--- src/rtl/sdram_port_arbiter_if.sv ---
// sdram_port_arbiter_if
//
// Purpose: bundles the two requester ports and the downstream SDRAM port of
// sdram_port_arbiter into one interface.
//
// Signals:
//   r0_*/r1_*      requester side: rd/we pulses, addr, din in; dout, ready out
//   overrun        sticky per-requester "request dropped" flags
//   sdram_*        downstream side: rd/we pulse, addr, din out; dout, ready in
//
// Modports:
//   slave   arbiter view (requests and SDRAM responses in, everything else out)
//   master  environment view (drives requests and SDRAM responses)
interface sdram_port_arbiter_if #(
  parameter int ADDR_W = 25,
  parameter int DATA_W = 8
);
  logic              r0_rd;
  logic              r1_rd;
  logic              r0_we;
  logic              r1_we;
  logic [ADDR_W-1:0] r0_addr;
  logic [ADDR_W-1:0] r1_addr;
  logic [DATA_W-1:0] r0_din;
  logic [DATA_W-1:0] r1_din;
  logic [DATA_W-1:0] r0_dout;
  logic [DATA_W-1:0] r1_dout;
  logic              r0_ready;
  logic              r1_ready;
  logic [1:0]        overrun;
  logic              sdram_rd;
  logic              sdram_we;
  logic [ADDR_W-1:0] sdram_addr;
  logic [DATA_W-1:0] sdram_din;
  logic [DATA_W-1:0] sdram_dout;
  logic              sdram_ready;

  modport slave (
    input  r0_rd, r1_rd, r0_we, r1_we, r0_addr, r1_addr, r0_din, r1_din,
    input  sdram_dout, sdram_ready,
    output r0_dout, r1_dout, r0_ready, r1_ready, overrun,
    output sdram_rd, sdram_we, sdram_addr, sdram_din
  );

  modport master (
    output r0_rd, r1_rd, r0_we, r1_we, r0_addr, r1_addr, r0_din, r1_din,
    output sdram_dout, sdram_ready,
    input  r0_dout, r1_dout, r0_ready, r1_ready, overrun,
    input  sdram_rd, sdram_we, sdram_addr, sdram_din
  );
endinterface

--- src/rtl/sdram_port_arbiter.sv ---
// sdram_port_arbiter
//
// Purpose: shares one SDRAM channel between two single-byte requesters
// (cartridge slot engine and ioctl loader/mapper). Each request pulse is
// latched into a per-requester pending slot; one slot is granted at a time,
// issues exactly one downstream command, and on downstream completion the
// granted requester receives its read data and a one-cycle ready pulse.
//
// Ports:
//   clk    system clock
//   reset  synchronous active-high reset
//   bus    sdram_port_arbiter_if.slave (requester and SDRAM signals)
//
// Configuration:
//   SDRAM_ARB_RR_EN  defined   -> round-robin on ties (last-grant register)
//                    undefined -> fixed priority, requester 0 wins ties
//
// All outputs are registered.
module sdram_port_arbiter #(
  parameter int ADDR_W = 25,
  parameter int DATA_W = 8
) (
  input logic                 clk,
  input logic                 reset,
  sdram_port_arbiter_if.slave bus
);

  localparam logic [0:0] IDLE = 1'b0;
  localparam logic [0:0] WAIT = 1'b1;

  logic [0:0]        state_q, state_d;
  logic [1:0]        valid_q, valid_d;
  logic [1:0]        isWrite_q, isWrite_d;
  logic [ADDR_W-1:0] pendAddr_q [2];
  logic [ADDR_W-1:0] pendAddr_d [2];
  logic [DATA_W-1:0] pendDin_q [2];
  logic [DATA_W-1:0] pendDin_d [2];
  logic              grant_q, grant_d;
  logic              sdramRd_q, sdramRd_d;
  logic              sdramWe_q, sdramWe_d;
  logic [ADDR_W-1:0] sdramAddr_q, sdramAddr_d;
  logic [DATA_W-1:0] sdramDin_q, sdramDin_d;
  logic [DATA_W-1:0] dout_q [2];
  logic [DATA_W-1:0] dout_d [2];
  logic [1:0]        ready_q, ready_d;
  logic [1:0]        overrun_q, overrun_d;

  logic [1:0]        reqRd;
  logic [1:0]        reqWe;
  logic [ADDR_W-1:0] reqAddr [2];
  logic [DATA_W-1:0] reqDin [2];
  logic              winner;

  assign reqRd      = {bus.r1_rd, bus.r0_rd};
  assign reqWe      = {bus.r1_we, bus.r0_we};
  assign reqAddr[0] = bus.r0_addr;
  assign reqAddr[1] = bus.r1_addr;
  assign reqDin[0]  = bus.r0_din;
  assign reqDin[1]  = bus.r1_din;

`ifdef SDRAM_ARB_RR_EN
  logic lastGrant_q, lastGrant_d;

  // On a tie the requester that was not granted last wins; otherwise the
  // only valid requester wins.
  always_comb begin
    winner = (valid_q == 2'b11) ? ~lastGrant_q : ~valid_q[0];
  end
`else
  // Requester 0 wins whenever it is valid.
  always_comb begin
    winner = ~valid_q[0];
  end
`endif

  // Next-state logic. The FSM issues a one-cycle command from IDLE and waits
  // for sdram_ready in WAIT. Completion clears the granted slot first, then
  // new request pulses are applied, so a pulse landing on the completion
  // edge reloads the slot instead of being counted as an overrun.
  always_comb begin
    state_d     = state_q;
    valid_d     = valid_q;
    isWrite_d   = isWrite_q;
    pendAddr_d  = pendAddr_q;
    pendDin_d   = pendDin_q;
    grant_d     = grant_q;
    sdramRd_d   = 1'b0;
    sdramWe_d   = 1'b0;
    sdramAddr_d = sdramAddr_q;
    sdramDin_d  = sdramDin_q;
    dout_d      = dout_q;
    ready_d     = 2'b00;
    overrun_d   = overrun_q;
`ifdef SDRAM_ARB_RR_EN
    lastGrant_d = lastGrant_q;
`endif

    case (state_q)
      IDLE: begin
        if (|valid_q) begin
          grant_d     = winner;
          sdramAddr_d = pendAddr_q[winner];
          sdramDin_d  = pendDin_q[winner];
          sdramWe_d   = isWrite_q[winner];
          sdramRd_d   = ~isWrite_q[winner];
          state_d     = WAIT;
`ifdef SDRAM_ARB_RR_EN
          lastGrant_d = winner;
`endif
        end
      end
      WAIT: begin
        if (bus.sdram_ready) begin
          if (!isWrite_q[grant_q]) begin
            dout_d[grant_q] = bus.sdram_dout;
          end
          ready_d[grant_q] = 1'b1;
          valid_d[grant_q] = 1'b0;
          state_d          = IDLE;
        end
      end
      default: state_d = IDLE;
    endcase

    for (int i = 0; i < 2; i++) begin
      if (reqRd[i] || reqWe[i]) begin
        if (valid_d[i]) begin
          overrun_d[i] = 1'b1;
        end else begin
          valid_d[i]    = 1'b1;
          isWrite_d[i]  = reqWe[i];
          pendAddr_d[i] = reqAddr[i];
          pendDin_d[i]  = reqDin[i];
        end
      end
    end
  end

  // State registers with synchronous reset. Reset abandons any transaction
  // in flight; its late sdram_ready then arrives in IDLE and is ignored.
  always_ff @(posedge clk) begin
    if (reset) begin
      state_q     <= IDLE;
      valid_q     <= 2'b00;
      isWrite_q   <= 2'b00;
      grant_q     <= 1'b0;
      sdramRd_q   <= 1'b0;
      sdramWe_q   <= 1'b0;
      sdramAddr_q <= '0;
      sdramDin_q  <= '0;
      ready_q     <= 2'b00;
      overrun_q   <= 2'b00;
      for (int i = 0; i < 2; i++) begin
        pendAddr_q[i] <= '0;
        pendDin_q[i]  <= '0;
        dout_q[i]     <= '0;
      end
`ifdef SDRAM_ARB_RR_EN
      lastGrant_q <= 1'b1;
`endif
    end else begin
      state_q     <= state_d;
      valid_q     <= valid_d;
      isWrite_q   <= isWrite_d;
      pendAddr_q  <= pendAddr_d;
      pendDin_q   <= pendDin_d;
      grant_q     <= grant_d;
      sdramRd_q   <= sdramRd_d;
      sdramWe_q   <= sdramWe_d;
      sdramAddr_q <= sdramAddr_d;
      sdramDin_q  <= sdramDin_d;
      dout_q      <= dout_d;
      ready_q     <= ready_d;
      overrun_q   <= overrun_d;
`ifdef SDRAM_ARB_RR_EN
      lastGrant_q <= lastGrant_d;
`endif
    end
  end

  assign bus.r0_dout    = dout_q[0];
  assign bus.r1_dout    = dout_q[1];
  assign bus.r0_ready   = ready_q[0];
  assign bus.r1_ready   = ready_q[1];
  assign bus.overrun    = overrun_q;
  assign bus.sdram_rd   = sdramRd_q;
  assign bus.sdram_we   = sdramWe_q;
  assign bus.sdram_addr = sdramAddr_q;
  assign bus.sdram_din  = sdramDin_q;

endmodule
--- src/flat_wrapper.sv ---
// flat-port wrapper written by rule: the top's interface ports become plain ports
module sdram_port_arbiter_flat 
#(
  parameter int ADDR_W = 25,
  parameter int DATA_W = 8
)
  (clk, reset, bus_r0_rd, bus_r1_rd, bus_r0_we, bus_r1_we, bus_r0_addr, bus_r1_addr, bus_r0_din, bus_r1_din, bus_sdram_dout, bus_sdram_ready, bus_r0_dout, bus_r1_dout, bus_r0_ready, bus_r1_ready, bus_overrun, bus_sdram_rd, bus_sdram_we, bus_sdram_addr, bus_sdram_din);
  sdram_port_arbiter_if #(.ADDR_W(ADDR_W), .DATA_W(DATA_W)) bus_i ();
  input logic clk;
  input logic reset;
  input wire logic [$bits(bus_i.r0_rd)-1:0] bus_r0_rd;
  input wire logic [$bits(bus_i.r1_rd)-1:0] bus_r1_rd;
  input wire logic [$bits(bus_i.r0_we)-1:0] bus_r0_we;
  input wire logic [$bits(bus_i.r1_we)-1:0] bus_r1_we;
  input wire logic [$bits(bus_i.r0_addr)-1:0] bus_r0_addr;
  input wire logic [$bits(bus_i.r1_addr)-1:0] bus_r1_addr;
  input wire logic [$bits(bus_i.r0_din)-1:0] bus_r0_din;
  input wire logic [$bits(bus_i.r1_din)-1:0] bus_r1_din;
  input wire logic [$bits(bus_i.sdram_dout)-1:0] bus_sdram_dout;
  input wire logic [$bits(bus_i.sdram_ready)-1:0] bus_sdram_ready;
  output wire logic [$bits(bus_i.r0_dout)-1:0] bus_r0_dout;
  output wire logic [$bits(bus_i.r1_dout)-1:0] bus_r1_dout;
  output wire logic [$bits(bus_i.r0_ready)-1:0] bus_r0_ready;
  output wire logic [$bits(bus_i.r1_ready)-1:0] bus_r1_ready;
  output wire logic [$bits(bus_i.overrun)-1:0] bus_overrun;
  output wire logic [$bits(bus_i.sdram_rd)-1:0] bus_sdram_rd;
  output wire logic [$bits(bus_i.sdram_we)-1:0] bus_sdram_we;
  output wire logic [$bits(bus_i.sdram_addr)-1:0] bus_sdram_addr;
  output wire logic [$bits(bus_i.sdram_din)-1:0] bus_sdram_din;
  assign bus_i.r0_rd = bus_r0_rd;
  assign bus_i.r1_rd = bus_r1_rd;
  assign bus_i.r0_we = bus_r0_we;
  assign bus_i.r1_we = bus_r1_we;
  assign bus_i.r0_addr = bus_r0_addr;
  assign bus_i.r1_addr = bus_r1_addr;
  assign bus_i.r0_din = bus_r0_din;
  assign bus_i.r1_din = bus_r1_din;
  assign bus_i.sdram_dout = bus_sdram_dout;
  assign bus_i.sdram_ready = bus_sdram_ready;
  assign bus_r0_dout = bus_i.r0_dout;
  assign bus_r1_dout = bus_i.r1_dout;
  assign bus_r0_ready = bus_i.r0_ready;
  assign bus_r1_ready = bus_i.r1_ready;
  assign bus_overrun = bus_i.overrun;
  assign bus_sdram_rd = bus_i.sdram_rd;
  assign bus_sdram_we = bus_i.sdram_we;
  assign bus_sdram_addr = bus_i.sdram_addr;
  assign bus_sdram_din = bus_i.sdram_din;
  sdram_port_arbiter #(.ADDR_W(ADDR_W), .DATA_W(DATA_W)) u_core (.clk(clk), .reset(reset), .bus(bus_i));
endmodule
--- config.mk ---
export PLATFORM = sky130hd
export DESIGN_NAME = sdram_port_arbiter_flat
export DESIGN_NICKNAME = d
export VERILOG_FILES = /design/src/rtl/sdram_port_arbiter_if.sv /design/src/rtl/sdram_port_arbiter.sv /design/src/flat_wrapper.sv
export SDC_FILE = /design/constraint.sdc
export NUM_CORES = 1
export LEC_CHECK = 0
export CAP_MARGIN = 30
export CORE_MARGIN = 2
export CORE_UTILIZATION = 49
export CTS_CLUSTER_DIAMETER = 50
export CTS_CLUSTER_SIZE = 14
export DETAILED_ROUTE_END_ITERATION = 8
export PLACE_DENSITY = 0.8
export SLEW_MARGIN = 20
export SYNTH_ARGS = -nofsm -noshare
export SYNTH_HDL_FRONTEND = slang
export SYNTH_SLANG_ARGS = --single-unit
--- constraint.sdc ---
create_clock -name clk -period 1.7 [get_ports clk]
set_clock_uncertainty 0.1 [all_clocks]
set_input_delay 0.255 -clock clk [delete_from_list [all_inputs] [get_ports clk]]
set_output_delay 0.255 -clock clk [all_outputs]
set_load 0.02 [all_outputs]
# == Word-level counts from Yosys, hierarchy flattened ==
# Cells that the tools add are included.
# op_classes
order_cmp,6
muxes,22
bitwise,12
n_reduce_logical,13
# op_table
op,count
25-bit two-way mux,3
8-bit two-way mux,4
16-bit bitwise mux,1
2-bit AND reduction,5
1-bit two-way mux,9
8-bit demux with 1-bit select,1
1-bit inverter,8
3-bit OR reduction,2
"2-bit greater-or-equal comparator, second input constant",2
"1-bit by 2-bit less-than comparator with 1-bit output, second input constant",2
2-bit two-way mux,2
1-bit inverter with 2-bit output,2
3-bit AND reduction,1
2-bit bitwise AND,1
1-bit logical AND,2
1-bit logical OR,2
"2-bit by 1-bit less-than comparator with 1-bit output, second input constant",1
2-bit inverter,1
1-bit one-hot mux with 2 select lines,1
2-bit OR reduction,1
1-bit demux with 1-bit select,1
"1-bit greater-or-equal comparator, second input constant",1
# totals
register_bits,127
inputBits,81
out_inout_bits,55
wordCells,71

# == Depth between registers and ports, before layout ==
# logic_depth
ltp_word,10
ltp_mapped,6
ltp_nobuf,3

# == Worst setup path before layout ==
# OpenSTA, ideal clock, no wires.
# synth_path
path_kind,register -> register
start,register u_core.state_q
end,register u_core.pendAddr_q[26] in the netlist's numbering
setup_ns,0.072
t_arrival_ns,1.269
t_required_ns,1.528
path_slack_ns,0.259
path_stages_with_launch,6
period_less_slack_ns,1.441
path_cell_list,dfxtp_1 > buf_4 > nand3b_1 > a21oi_4 > buf_8 > mux2i_1
# synth_via
elab_chain_len,3
# synth_lines
element,line,source
start: declaration,sdram_port_arbiter.sv:31,"logic [0:0] state_q, state_d;"
start signal: assignment,sdram_port_arbiter.sv:162,state_q <= state_d;
2-bit two-way mux,sdram_port_arbiter.sv:98,case (state_q)
1-bit inverter (no source line),--,
2-bit AND reduction (no source line),--,
end signal: assignment,sdram_port_arbiter.sv:165,pendAddr_q <= pendAddr_d;
end: declaration,sdram_port_arbiter.sv:34,logic [ADDR_W-1:0] pendAddr_q [2];
# No other way between the ends.
# A chain may end at the register's enable or synchronous reset.

# == Worst setup path in the final report ==
# layout_path
start,"register u_core.sdramAddr_q[7], in the netlist u_core.bus.sdram_addr[7]"
end,output port bus_sdram_addr[7]
# layout_rtl
element,line,source
start: declaration,sdram_port_arbiter.sv:41,"logic [ADDR_W-1:0] sdramAddr_q, sdramAddr_d;"
start signal: assignment,sdram_port_arbiter.sv:170,sdramAddr_q <= sdramAddr_d;
end: declaration,flat_wrapper.sv:28,output wire logic [$bits(bus_i.sdram_addr)-1:0] bus_sdram_addr;
# No word-level cell between the ends.

==> metrics.md <==
| Metric | Value |
|---|---|
| Status | complete, no violations |
| Bufs and invs on worst path | 1 |
| Synth Register Bits | 127 |
| Row Count | 38 |
| Post-cts sizing count | 55 |
| Cts bufs inserted | 17 |
| NumNets Final | 755 |
| RSZ-0062 raised after global routing | false |
| Clk pwr share | 46.4% |
| Sequential Power Share | 39.0% |
| Critical path's top delay family | flip-flops |
| PortBufs | 135 |
| Max stage delay on crit path | 360 ps |
| Pin count of the biggest net entering global routing | 53 |
| Initial antenna violation count | 0 |
| TritonCTS clock tree | yes |
| Routed wire per std cell | 14.6 um |
| # IOs | 136 |
| Slew Limit Fails | 0 |
| Finished Core Util | 69.6% |
| Hold WC Path Type | in2reg |
| Vias per inst | 5.01 |
| # hold bufs at CTS | 0 |
| Wirelength, routed | 12,100 um |
| Register clock-pin slew on the reported worst setup and hold paths | 60 ps |
| Switching Fraction | 24.2% |
| Netlist cell types | 28 |
| WHS | 80.1 ps |
| Worst vdd ir | 0.656 mV |
| LEAKAGE | 3.24 nW |
| Die Y | 110 um |
| Placer congestion estimate | 0.782 |
| Synthesis Warnings | 0 |
| Rel. slew slack | 74.0% |
| Share of layout cells above drive strength 1 | 8.15% |
| H-tree depth | 4 |
| NetSw | 2.08 mW |
| Critical path fanouts, max | 2 |
| Sequential area share after synthesis | 46.4% |
| Hold path depth | 2 |
| # setup viols final | 0 |
| Worst setup SP type | flip-flop |
| XOR/XNOR Fraction of Synth Area | 0% |
| CTS Buffer Depth | 2 |
| Synthesized Nets | 627 |
| Mapped Area | 5480 sq um |
| First DRT Iteration DRCs | 144 |
| Mean post-synth cell area | 10.0 sq um |
| Total global routing overflow | 0 |
| Compound-cell area share of the yosys netlist | 7.57% |
| Die area | 12,100 sq um |
| DR DRC count | 0 |
| Post-synthesis adder-cell area fraction | 0% |
| Root Buffer | clkbuf_8 |
| CP Cell Sequence | dlygate4sd2_1 |
| DPL Wire Length | 8320 um |
| FF-to-FF path depth | 4 |
| Combinational Power Share | 14.6% |
| Setup TNS | 0 ps |
| Area Overhead vs Synth | 38.1% |
| Post-synthesis mux area share | 19.7% |
| Final worst-path cycle share | 92.4% |
| Tmin final | 1570 ps |
| Chip Width | 110 um |
| Starting Density | 50.4% |
| CP Class | reg2out |
| Antenna-violating nets left | 0 |
| Worst-Margin Slew | 390 ps |
| Vias post-DR | 4,147 |
| Post-Syn Instances | 546 |
| Drt first pass iters | 4 |
| Worst path depth | 1 |
| Worst EP arrival | 1220 ps |
| Req. time, crit path | 1340 ps |
| Global-route wire length before repair | 19,600 um |
| Pwr dens | 1140 nW/um^2 |
| Core Area | 10,900 sq um |
| Vias in the first global route | 4,174 |
| Max Cap Viol | 0 |
| Antenna Cells | 0 |
| Total Routing Usage GR | 20.8% |
| Largest family of logic cells by synthesized area | simple AND/OR/NAND/NOR gates |
| Fin. Hold Viols | 0 |
| Pint | 6.52 mW |
| Fmax | 637 MHz |
| Critical Path End Type | primary output |
| Slowest cell on crit path | dfxtp_1 |
| Clk sink count | 127 |
| Worst skew pair latency | 500 ps |
| Post-CTS Setup Inserts | 0 |
| Simple-Gate Fraction of Synth Area | 21.0% |
routing by layer:
layer  global-route usage [%]  wire length, um
met3                     5.39              725
met5                        0                0
met4                     6.96              116
met1                     25.4             5450
met2                     35.6             5830
power groups by stage:
stage | registers [mW] | clock network (mW) | logic [mW]
final | 3.36 | 3.99 | 1.26
after global routing | 3.38 | 4.21 | 1.36
after global placement | 3.41 | 0 | 1.30
after CTS | 3.36 | 4.05 | 1.27
after floorplan | 3.51 | 0 | 0.682
after detailed placement | 3.42 | 0 | 1.33
per-stage QoR:
stage,setup slack (ps),area (sq um),cells,total power [mW]
2_1_floorplan,259,5480,546,4.19
3_3_place_gp,-114,6980,795,4.71
3_5_place_dp,-187,6980,795,4.75
4_1_cts,116,7570,827,8.68
5_1_grt,36.4,7570,827,8.95
6_report,129,7570,827,8.60
registers in the layout, summed over array words and instances (netlist names):
register	cells
u_core.ready_q	2
u_core.bus.sdram_we	1
u_core.grant_q	1
u_core.bus.r1_dout	8
u_core.bus.r0_dout	8
u_core.bus.sdram_rd	1
u_core.bus.sdram_addr	25
u_core.valid_q	2
u_core.pendDin_q	16
u_core.pendAddr_q	50
u_core.bus.overrun	2
u_core.state_q	1
u_core.bus.sdram_din	8
u_core.isWrite_q	2
layout make-up:
cell class | instances | area, sq um
well taps | 140 | 175
inverters | 4 | 15.0
fillers | 829 | 3310
flip-flops and latches | 127 | 2540
clock buffers | 20 | 455
clock inverters | 12 | 205
multi-input cells | 371 | 2650
repair buffers | 153 | 1530
cell usage in the layout (no fill, tap or decap):
master,instances
a211o_1,1
a211oi_1,35
a21boi_0,2
a21oi_1,11
a21oi_4,2
and2_1,1
and3b_1,1
and4b_1,1
buf_12,9
buf_4,10
bufinv_16,5
clkbuf_16,16
clkbuf_8,4
clkdlybuf4s50_1,79
clkinv_2,1
clkinv_4,2
clkinvlp_4,2
dfxtp_1,126
dfxtp_2,1
dlygate4sd2_1,55
inv_1,4
inv_6,2
mux2i_1,108
nand2_1,18
nand2b_1,135
nand3_1,1
nand3b_1,1
nand4b_1,1
nor2_1,45
nor3_1,1
nor3b_1,1
nor4bb_2,1
o21ba_2,1
o31ai_1,3
o32ai_1,1
cell families after synthesis:
logic type,Yosys count
AOI/OAI and AO/OA,56
DFF,127
buffers and inverters,48
and+or+nand+nor,207
muxes,108
worst paths after layout:
check                           start                    end  slack, ps
min reg2reg     u_core.bus.r1_dout[4]  u_core.bus.r1_dout[4]        350
max          u_core.bus.sdram_addr[7]      bus_sdram_addr[7]        130
max reg2reg            u_core.state_q  u_core.pendAddr_q[44]        150
min                             reset      u_core.ready_q[1]         80
synthesized netlist by cell type:
| cell | n | share of area (%) |
|---|---|---|
| nor2_1 | 45 | 3.1 |
| nor4bb_1 | 1 | 0.18 |
| nand4b_1 | 1 | 0.16 |
| and4b_1 | 1 | 0.18 |
| a211o_1 | 1 | 0.16 |
| and2_1 | 1 | 0.11 |
| a211oi_1 | 35 | 4.8 |
| buf_2 | 11 | 1.0 |
| o31ai_1 | 3 | 0.41 |
| buf_6 | 3 | 0.62 |
| buf_8 | 6 | 1.6 |
| a21boi_0 | 2 | 0.27 |
| mux2i_1 | 108 | 20 |
| nor3b_1 | 1 | 0.14 |
| buf_4 | 3 | 0.41 |
| inv_1 | 4 | 0.27 |
| o21ba_2 | 1 | 0.18 |
| nand2_1 | 18 | 1.2 |
| and3b_1 | 1 | 0.16 |
| nand2b_1 | 135 | 15 |
| clkbuf_1 | 21 | 1.4 |
| a21oi_1 | 11 | 1.0 |
| dfxtp_1 | 127 | 46 |
| nand3_1 | 1 | 0.091 |
| nor3_1 | 1 | 0.091 |
| o32ai_1 | 1 | 0.16 |
| nand3b_1 | 1 | 0.14 |
| a21oi_4 | 2 | 0.59 |
Power figures use the tool's default switching activity.
